==> src/rtl/instruction_cache_pkg.sv <==
// Shared constants and types for the direct-mapped instruction cache.
package instruction_cache_pkg;

    typedef enum logic [1:0] {
        ST_IDLE,
        ST_MEM_READ,
        ST_UPDATE
    } icache_state_e;

    localparam logic [31:0] NOP_INSN          = 32'h0000_0013;
    localparam logic [31:0] PC_RESET_SENTINEL = 32'hFFFF_FFFC;
    localparam int          BLOCK_WORDS       = 4;
    localparam int          BLOCK_BITS        = 128;

endpackage

==> src/rtl/icache_refill_fsm.sv <==
// Miss handling: IDLE -> MEM_READ (wait for memory) -> UPDATE (write line) -> IDLE.
module icache_refill_fsm
    import instruction_cache_pkg::*;
(
    input  logic                  CLK,
    input  logic                  RESET,
    input  logic                  miss_i,
    input  logic                  mem_busywait_i,
    input  logic [BLOCK_BITS-1:0] mem_readdata_i,
    output logic                  mem_read_o,
    output logic                  busy_wait_o,
    output logic                  fill_en_o,
    output logic [BLOCK_BITS-1:0] fill_data_o
);

    icache_state_e         state_q;
    logic                  mem_read_q;
    logic                  busy_q;
    logic                  fill_en_q;
    logic [BLOCK_BITS-1:0] fill_data_q;

    always_ff @(posedge CLK) begin
        if (RESET) begin
            state_q    <= ST_IDLE;
            mem_read_q <= 1'b0;
            busy_q     <= 1'b0;
            fill_en_q  <= 1'b0;
        end else begin
            case (state_q)
                ST_IDLE: begin
                    if (miss_i) begin
                        state_q    <= ST_MEM_READ;
                        mem_read_q <= 1'b1;
                        busy_q     <= 1'b1;
                    end
                end
                ST_MEM_READ: begin
                    if (!mem_busywait_i) begin
                        state_q    <= ST_UPDATE;
                        mem_read_q <= 1'b0;
                        fill_en_q  <= 1'b1;
                    end
                end
                ST_UPDATE: begin
                    state_q   <= ST_IDLE;
                    fill_en_q <= 1'b0;
                    busy_q    <= 1'b0;
                end
                default: begin
                    state_q    <= ST_IDLE;
                    mem_read_q <= 1'b0;
                    busy_q     <= 1'b0;
                    fill_en_q  <= 1'b0;
                end
            endcase
        end
    end

    // Refill block is captured in the cycle memory reports valid data.
    always_ff @(posedge CLK) begin
        if (state_q == ST_MEM_READ && !mem_busywait_i) begin
            fill_data_q <= mem_readdata_i;
        end
    end

    // The IDLE stall is combinational so the PC freezes in the same cycle a miss appears.
    assign busy_wait_o = !RESET && (busy_q || (state_q == ST_IDLE && miss_i));
    assign mem_read_o  = !RESET && mem_read_q;
    assign fill_en_o   = fill_en_q;
    assign fill_data_o = fill_data_q;

endmodule

==> src/rtl/instruction_cache.sv <==
// Direct-mapped read-only instruction cache: tag/data/valid arrays and hit/word select.
module instruction_cache
    import instruction_cache_pkg::*;
#(
    parameter int LINES = 8
) (
    input  logic                  CLK,
    input  logic                  RESET,
    input  logic [31:0]           address,
    output logic [31:0]           instruction,
    output logic                  busyWait,
    output logic                  mem_read,
    output logic [27:0]           mem_address,
    input  logic [BLOCK_BITS-1:0] mem_readdata,
    input  logic                  mem_busywait
);

    localparam int IW = $clog2(LINES);
    localparam int TW = 28 - IW;

    logic [1:0]            offset;
    logic [IW-1:0]         index;
    logic [TW-1:0]         tag;
    logic                  sentinel;
    logic                  hit;
    logic                  miss;
    logic                  fill_en;
    logic [BLOCK_BITS-1:0] fill_data;
    logic                  unused_addr_bits;

    logic [BLOCK_BITS-1:0] data_q [LINES];
    logic [TW-1:0]         tag_q  [LINES];
    logic [LINES-1:0]      valid_q;

    assign offset           = address[3:2];
    assign index            = address[4 +: IW];
    assign tag              = address[31:4+IW];
    assign unused_addr_bits = ^address[1:0];

    assign sentinel = (address[31:2] == PC_RESET_SENTINEL[31:2]);
    assign hit      = valid_q[index] && (tag_q[index] == tag);
    assign miss     = !hit && !sentinel;

    always_ff @(posedge CLK) begin
        if (RESET) begin
            valid_q <= '0;
        end else if (fill_en) begin
            valid_q[index] <= 1'b1;
        end
    end

    // Address is stable through a miss, so the current index/tag name the line being filled.
    always_ff @(posedge CLK) begin
        if (fill_en && !RESET) begin
            data_q[index] <= fill_data;
            tag_q[index]  <= tag;
        end
    end

    assign instruction = sentinel ? NOP_INSN : data_q[index][{offset, 5'b0} +: 32];
    assign mem_address = address[31:4];

    icache_refill_fsm u_refill_fsm (
        .CLK            (CLK),
        .RESET          (RESET),
        .miss_i         (miss),
        .mem_busywait_i (mem_busywait),
        .mem_readdata_i (mem_readdata),
        .mem_read_o     (mem_read),
        .busy_wait_o    (busyWait),
        .fill_en_o      (fill_en),
        .fill_data_o    (fill_data)
    );

endmodule

==> config.mk <==
export PLATFORM = sky130hd
export DESIGN_NAME = instruction_cache
export DESIGN_NICKNAME = d
export VERILOG_FILES = /design/src/rtl/instruction_cache_pkg.sv /design/src/rtl/icache_refill_fsm.sv /design/src/rtl/instruction_cache.sv
export SDC_FILE = /design/constraint.sdc
export NUM_CORES = 1
export LEC_CHECK = 0
export BUFFER_PORTS_ARGS = -buffer_cell sky130_fd_sc_hd__buf_2
export CAP_MARGIN = 10
export CORE_AREA = 10 10 654 335
export CTS_BUF_LIST = sky130_fd_sc_hd__clkbuf_2
export CTS_CLUSTER_DIAMETER = 40
export DETAILED_ROUTE_END_ITERATION = 6
export DIE_AREA = 0 0 664 345
export PLACE_DENSITY = 0.48
export SETUP_SLACK_MARGIN = 0.02
export SYNTH_ARGS = -nofsm -noshare
export SYNTH_HDL_FRONTEND = slang
export SYNTH_SLANG_ARGS = --single-unit
==> constraint.sdc <==
create_clock -name CLK -period 29.3 [get_ports CLK]
set_input_delay 1.465 -clock CLK [delete_from_list [all_inputs] [get_ports CLK]]
set_output_delay 1.465 -clock CLK [all_outputs]
set_load 0.01 [all_outputs]
After elaboration in Yosys (flattened, before gate mapping)
Memories as Yosys holds them, arrays and structs flattened.
Cells that the tools add are included.

storage, ports and cells
  logic and storage cells = 55
  memories = 2
  input port bits = 163
  flip-flop bits (word level) = 141
  bits in writable memories = 1224

memory list
  memory  depth  bits a word  rd ports  clocked after memory_dff  wr ports  RTL line                 source
  data_q  8      128          1         0                         1         instruction_cache.sv:31  logic [BLOCK_BITS-1:0] data_q [LINES];
  tag_q   8      25           1         0                         1         instruction_cache.sv:32  logic [TW-1:0] tag_q [LINES];

operators by class
  shifts and indexed selects = 1
  order comparisons = 2
  bitwise logic cells = 4
  reductions and logical operators = 18
  multiplexer cells = 16
  eq/ne operators = 6

operator list
  operator                                                                             count
  128-bit by 8-bit variable part select with 32-bit output                             1
  32-bit 2-to-1 mux                                                                    1
  30-bit equality test, second input constant                                          1
  25-bit equality test                                                                 1
  1-bit logical AND                                                                    8
  8-bit OR                                                                             1
  1-bit 2-to-1 mux                                                                     7
  2-bit AND reduction                                                                  3
  1-bit zero test                                                                      4
  3-bit by 4-bit < comparator with 1-bit output, second input constant                 1
  2-bit 2-to-1 mux                                                                     2
  1-bit case mux with 2 select lines                                                   2
  2-bit case mux with 2 select lines                                                   1
  1-bit binary-select mux with 3-bit select                                            1
  1-bit demux with 3-bit select                                                        1
  3-bit by 1-bit greater-or-equal comparator with 1-bit output, second input constant  1
  1-bit NOT                                                                            3
  1-bit case mux with 3 select lines                                                   1
  3-bit AND reduction                                                                  1
  2-bit by 1-bit equality test with 1-bit output, second input constant                1
  2-bit equality test, second input constant                                           1
  2-bit zero test                                                                      1
  2-bit by 1-bit != test with 1-bit output, second input constant                      1
  2-bit != test, second input constant                                                 1
  1-bit logical OR                                                                     1

Logic depth before layout (Yosys ltp)
  depth after elaboration = 8
  depth in mapped cells = 13

Hierarchy
A second synthesis with hierarchy kept.

unflattened totals
  cell total of the unflattened synthesis = 2727
  area, all modules = 51311.7 sq um

by module, submodules not included
  module             area an instance (sq um)  times used  cells an instance  seq. area each (sq um)
  instruction_cache  47262.8                   1           2575               36915.4
  icache_refill_fsm  4048.9                    1           152                3943.8

Worst setup path after synthesis
No wires, ideal clock.

  path kind = input port to flip-flop
  start = input port address[6]
  end = memory data_q[1][0], enable pin
  data required time = 28.445 ns
  cell stages on the path = 8
  data arrival time = 13.085 ns
  buffers on the path = 7
  path slack = 15.360 ns
  cell sequence = buf_2 -> buf_4 -> buf_4 -> buf_2 -> buf_4 -> buf_2 -> buf_2 -> nor3_1

RTL lines
  item                RTL line                 source
  start: declaration  instruction_cache.sv:9   input logic [31:0] address,
  end: declaration    instruction_cache.sv:31

Straight into the memory's write port.

Final worst setup path
  start = input port address[4]
  end = output port instruction[26]

between the ends
  cells in the longest elaborated chain, start to end = 3
  elaborated cells between the ends (all ways) = 4
  those cells by class = 1 x eq/ne; 1 x shift; 1 x mux; 1 x memory

ends and longest elaborated chain
  item                                                      RTL line                 source
  memory read 8 x 128 bit                                   --
  128-bit by 8-bit variable part select with 32-bit output  instruction_cache.sv:60  assign instruction = sentinel ? NOP_INSN : data_q[index][{offset, 5'b0} +: 32];
  32-bit 2-to-1 mux *                                       instruction_cache.sv:60
  end: declaration                                          instruction_cache.sv:10  output logic [31:0] instruction,

Mark *: on every way between the ends. The rest lies on a longest branch, timed or not.

==> impl_metrics.toml <==
[worst_setup_path]
path_buf_inv = 4
path_common_cell = "buf_4"
r2r-start = "u_refill_fsm.fill_en_o$_SDFFE_PP0P_"
crit_type = "in -> out"
crit_slowest_cell = "nand2_1"
worst_setup_path_end_kind = "output pin"
r2r_slack_ns = 26.01
path_delay_family = "buffers and inverters"
rr_worst_depth = 3
cp_max_fo = 39
arrival_ns = 6.00
crit_path_cell_trace = "buf_8, buf_4, nand2_1, nor2_4, buf_4, a22oi_1, nand4_1, a21boi_0, o2111ai_1, a21oi_1, buf_2"
r2r_end = "data_q[5][27]$_DFFE_PP_"
cp.required_ns = 27.83
startpoint_type = "input port"
max_stage_delay_ns = 0.72

[synthesis]
ys_ff_latch = 1365
synth_cells = 2755
syn_area_per_cell_um2 = 18.7
yosysWarningCount = 0
synth_edf_count = 1352
synth_nets = 2918
synth_seq_area_share = 0.792
ys_types = 61
async_flop_share = 0
synth_ff_type = "edfxtp_1"
netlist_area_mm2 = 0.0516

[sta]
slew_headroom = 0.260
tns_ns = 0
worst_slack_ns = 21.83
setup_viol = 0
worstMarginPinSlew_ns = 1.11
max_freq_ghz = 0.134
finalHoldViolCount = 0
fin_crit_ns = 7.47
rsz0062_at_grt = "false"
period_share = 0.255
maxSlewViolCount = 0
clock_skew_ns = 0.192

[global_routing]
grt_pass1_wl_um = 226000
antenna_found_initial = 16
track_usage = 0.136
grt_max_degree = 126
grt-ovfl-total = 0
grt_pass1_vias = 28400

[clocking]
clock_sinks = 1365
cts_buffers = 326
path_clk_slew_ns = 0.11
clockBufferDepth = 4
cts_root_buf = "clkbuf_2"
post_cts_buffers = 0
postCtsHoldBufs = 0
clock_latency_ns = 1.37
htreeDepth = 5
post_cts_resized = 0
cts_tree = "built"

[min_path]
hold_end = "u_refill_fsm.fill_data_o[59]$_DFFE_PP_"
min_path_cells = 1
min_from = "mem_readdata[59]"
hp-class = "in -> reg"

[place]
hpwl_um = 90400
gp_congestion = 0.717
numPortBuffers = 222
preCtsSetupSlack_ns = 21.71
dp.cells = 5638

[floorplanning]
start_util = 0.248
core-area_mm2 = 0.208
die_w_um = 664
io_pins = 225
row_count = 119
die_y_um = 345
die_area_mm2 = 0.229

[status]
outcome = "complete, no violations"

[power_and_ir_drop]
powerDensity_mw_per_mm2 = 62.0
leakagePower_nw = 19.2
finalPower_mw = 3.64
irDropWorstVdd_mv = 0.0262

[detailed_routing]
wl_um = 162000
detail_route.wl_per_cell_um = 26.3
dr.pass1.iters = 5
ant_nets = 0
drt_iter0_drc = 2679
num_vias = 28300
drt-vias-per-instance = 4.58
post-route-drc-count = 0

[finish]
layout_common_cells = "1352 x edfxtp_1, 467 x clkbuf_2, 217 x buf_2, 163 x mux2i_1, 126 x a21oi_1"
drive_gt1_frac = 0.283
nets = 3346
area_growth_syn_to_layout_pct = 13.8
stdcell_count = 6176
layout_commonest_cell = "edfxtp_1"

[flow_run]
maxCapViolations = 0
[synthesized netlist by cell type, types with 30 or more instances]
master    number  area share
edfxtp_1    1352        0.79
o21ai_0       60      0.0058
a21oi_1      126       0.012
mux2_2        70       0.015
nand4_1       30      0.0036
a221oi_1      83       0.014
buf_2         71      0.0069
mux2i_1      163       0.032
buf_4         49      0.0071
nand2_1      114      0.0083
nor2_1        90      0.0065
a22oi_1      111       0.016
mux4_2        76       0.033
clkbuf_1      51      0.0037
[cells by family after synthesis]
logic type      Yosys count  share of synthesized area
flops                  1365                      0.792
compound gates          547                     0.0758
simple gates            315                     0.0278
mux                     312                     0.0816
buf+inv                 199                     0.0201
xor+xnor                 17                    0.00289
[layout make-up]
| class | instances | area (µm²) |
|---|---|---|
| Antenna cell | 7 | 17.5 |
| Clock buffer | 467 | 2340 |
| Clock inverter | 64 | 432 |
| Fill cell | 20800 | 150000 |
| Inverter | 7 | 30.0 |
| Multi-Input combinational cell | 1191 | 9830 |
| Sequential cell | 1365 | 40900 |
| Tap cell | 2783 | 3480 |
| Timing Repair Buffer | 292 | 1740 |
[stage by stage]
| stage | hold WS (ns) | instance area, µm² | util |
|---|---|---|---|
| 2_1_floorplan | 0.421 | 51600 | - |
| 5_1_grt | 0.0243 | 58700 | 0.282 |
| 6_report | 0.248 | 58700 | 0.282 |
| 4_1_cts | 0.0468 | 58700 | 0.282 |
| 3_3_place_gp | 0.429 | 55900 | 0.269 |
| 3_5_place_dp | 0.436 | 55900 | 0.269 |
[flip-flops by register name (all words and copies together) (netlist names)]
| name | count |
|---|---|
| data_q | 1024 |
| tag_q | 200 |
| u_refill_fsm.fill_data_o | 128 |
| valid_q | 8 |
| u_refill_fsm.state_q | 2 |
| u_refill_fsm.busy_q | 1 |
| u_refill_fsm.fill_en_o | 1 |
| u_refill_fsm.mem_read_q | 1 |
[where the power goes]
part,internal [mW],leakage (nW),total (mW),switching (mW)
Clock,0.473,2.12,1.23,0.755
Combinational,0.0678,4.74,0.220,0.152
Sequential,2.17,12.3,2.20,0.0245
[routing by layer]
layer,vias up,track usage,wire length [µm]
met5,-,0,32
met4,4,0.0312,2730
met3,196,0.0417,13100
met2,1079,0.200,70400
met1,14800,0.195,76000
li1,12300,-,-
[worst reg2reg max path: cells and delay by family, from the launching register on]
kind	cells	cell delay (ns)
and+or+nand+nor	1	0.87
DFF	1	0.43
buffers and inverters	2	1.55
[how the worst max path moves through the flow]
| stage | from | endpoint | cells past startpoint |
|---|---|---|---|
| finish | address[4] | instruction[26] | 11 |
| global placement | address[4] | instruction[26] | 11 |
| detailed placement | address[4] | instruction[26] | 11 |
| floorplan | address[6] | data_q[1][0]$_DFFE_PP_ | 8 |
| CTS | address[4] | instruction[26] | 11 |
| global route | address[4] | busyWait | 12 |
Power figures use the tool's default switching activity.
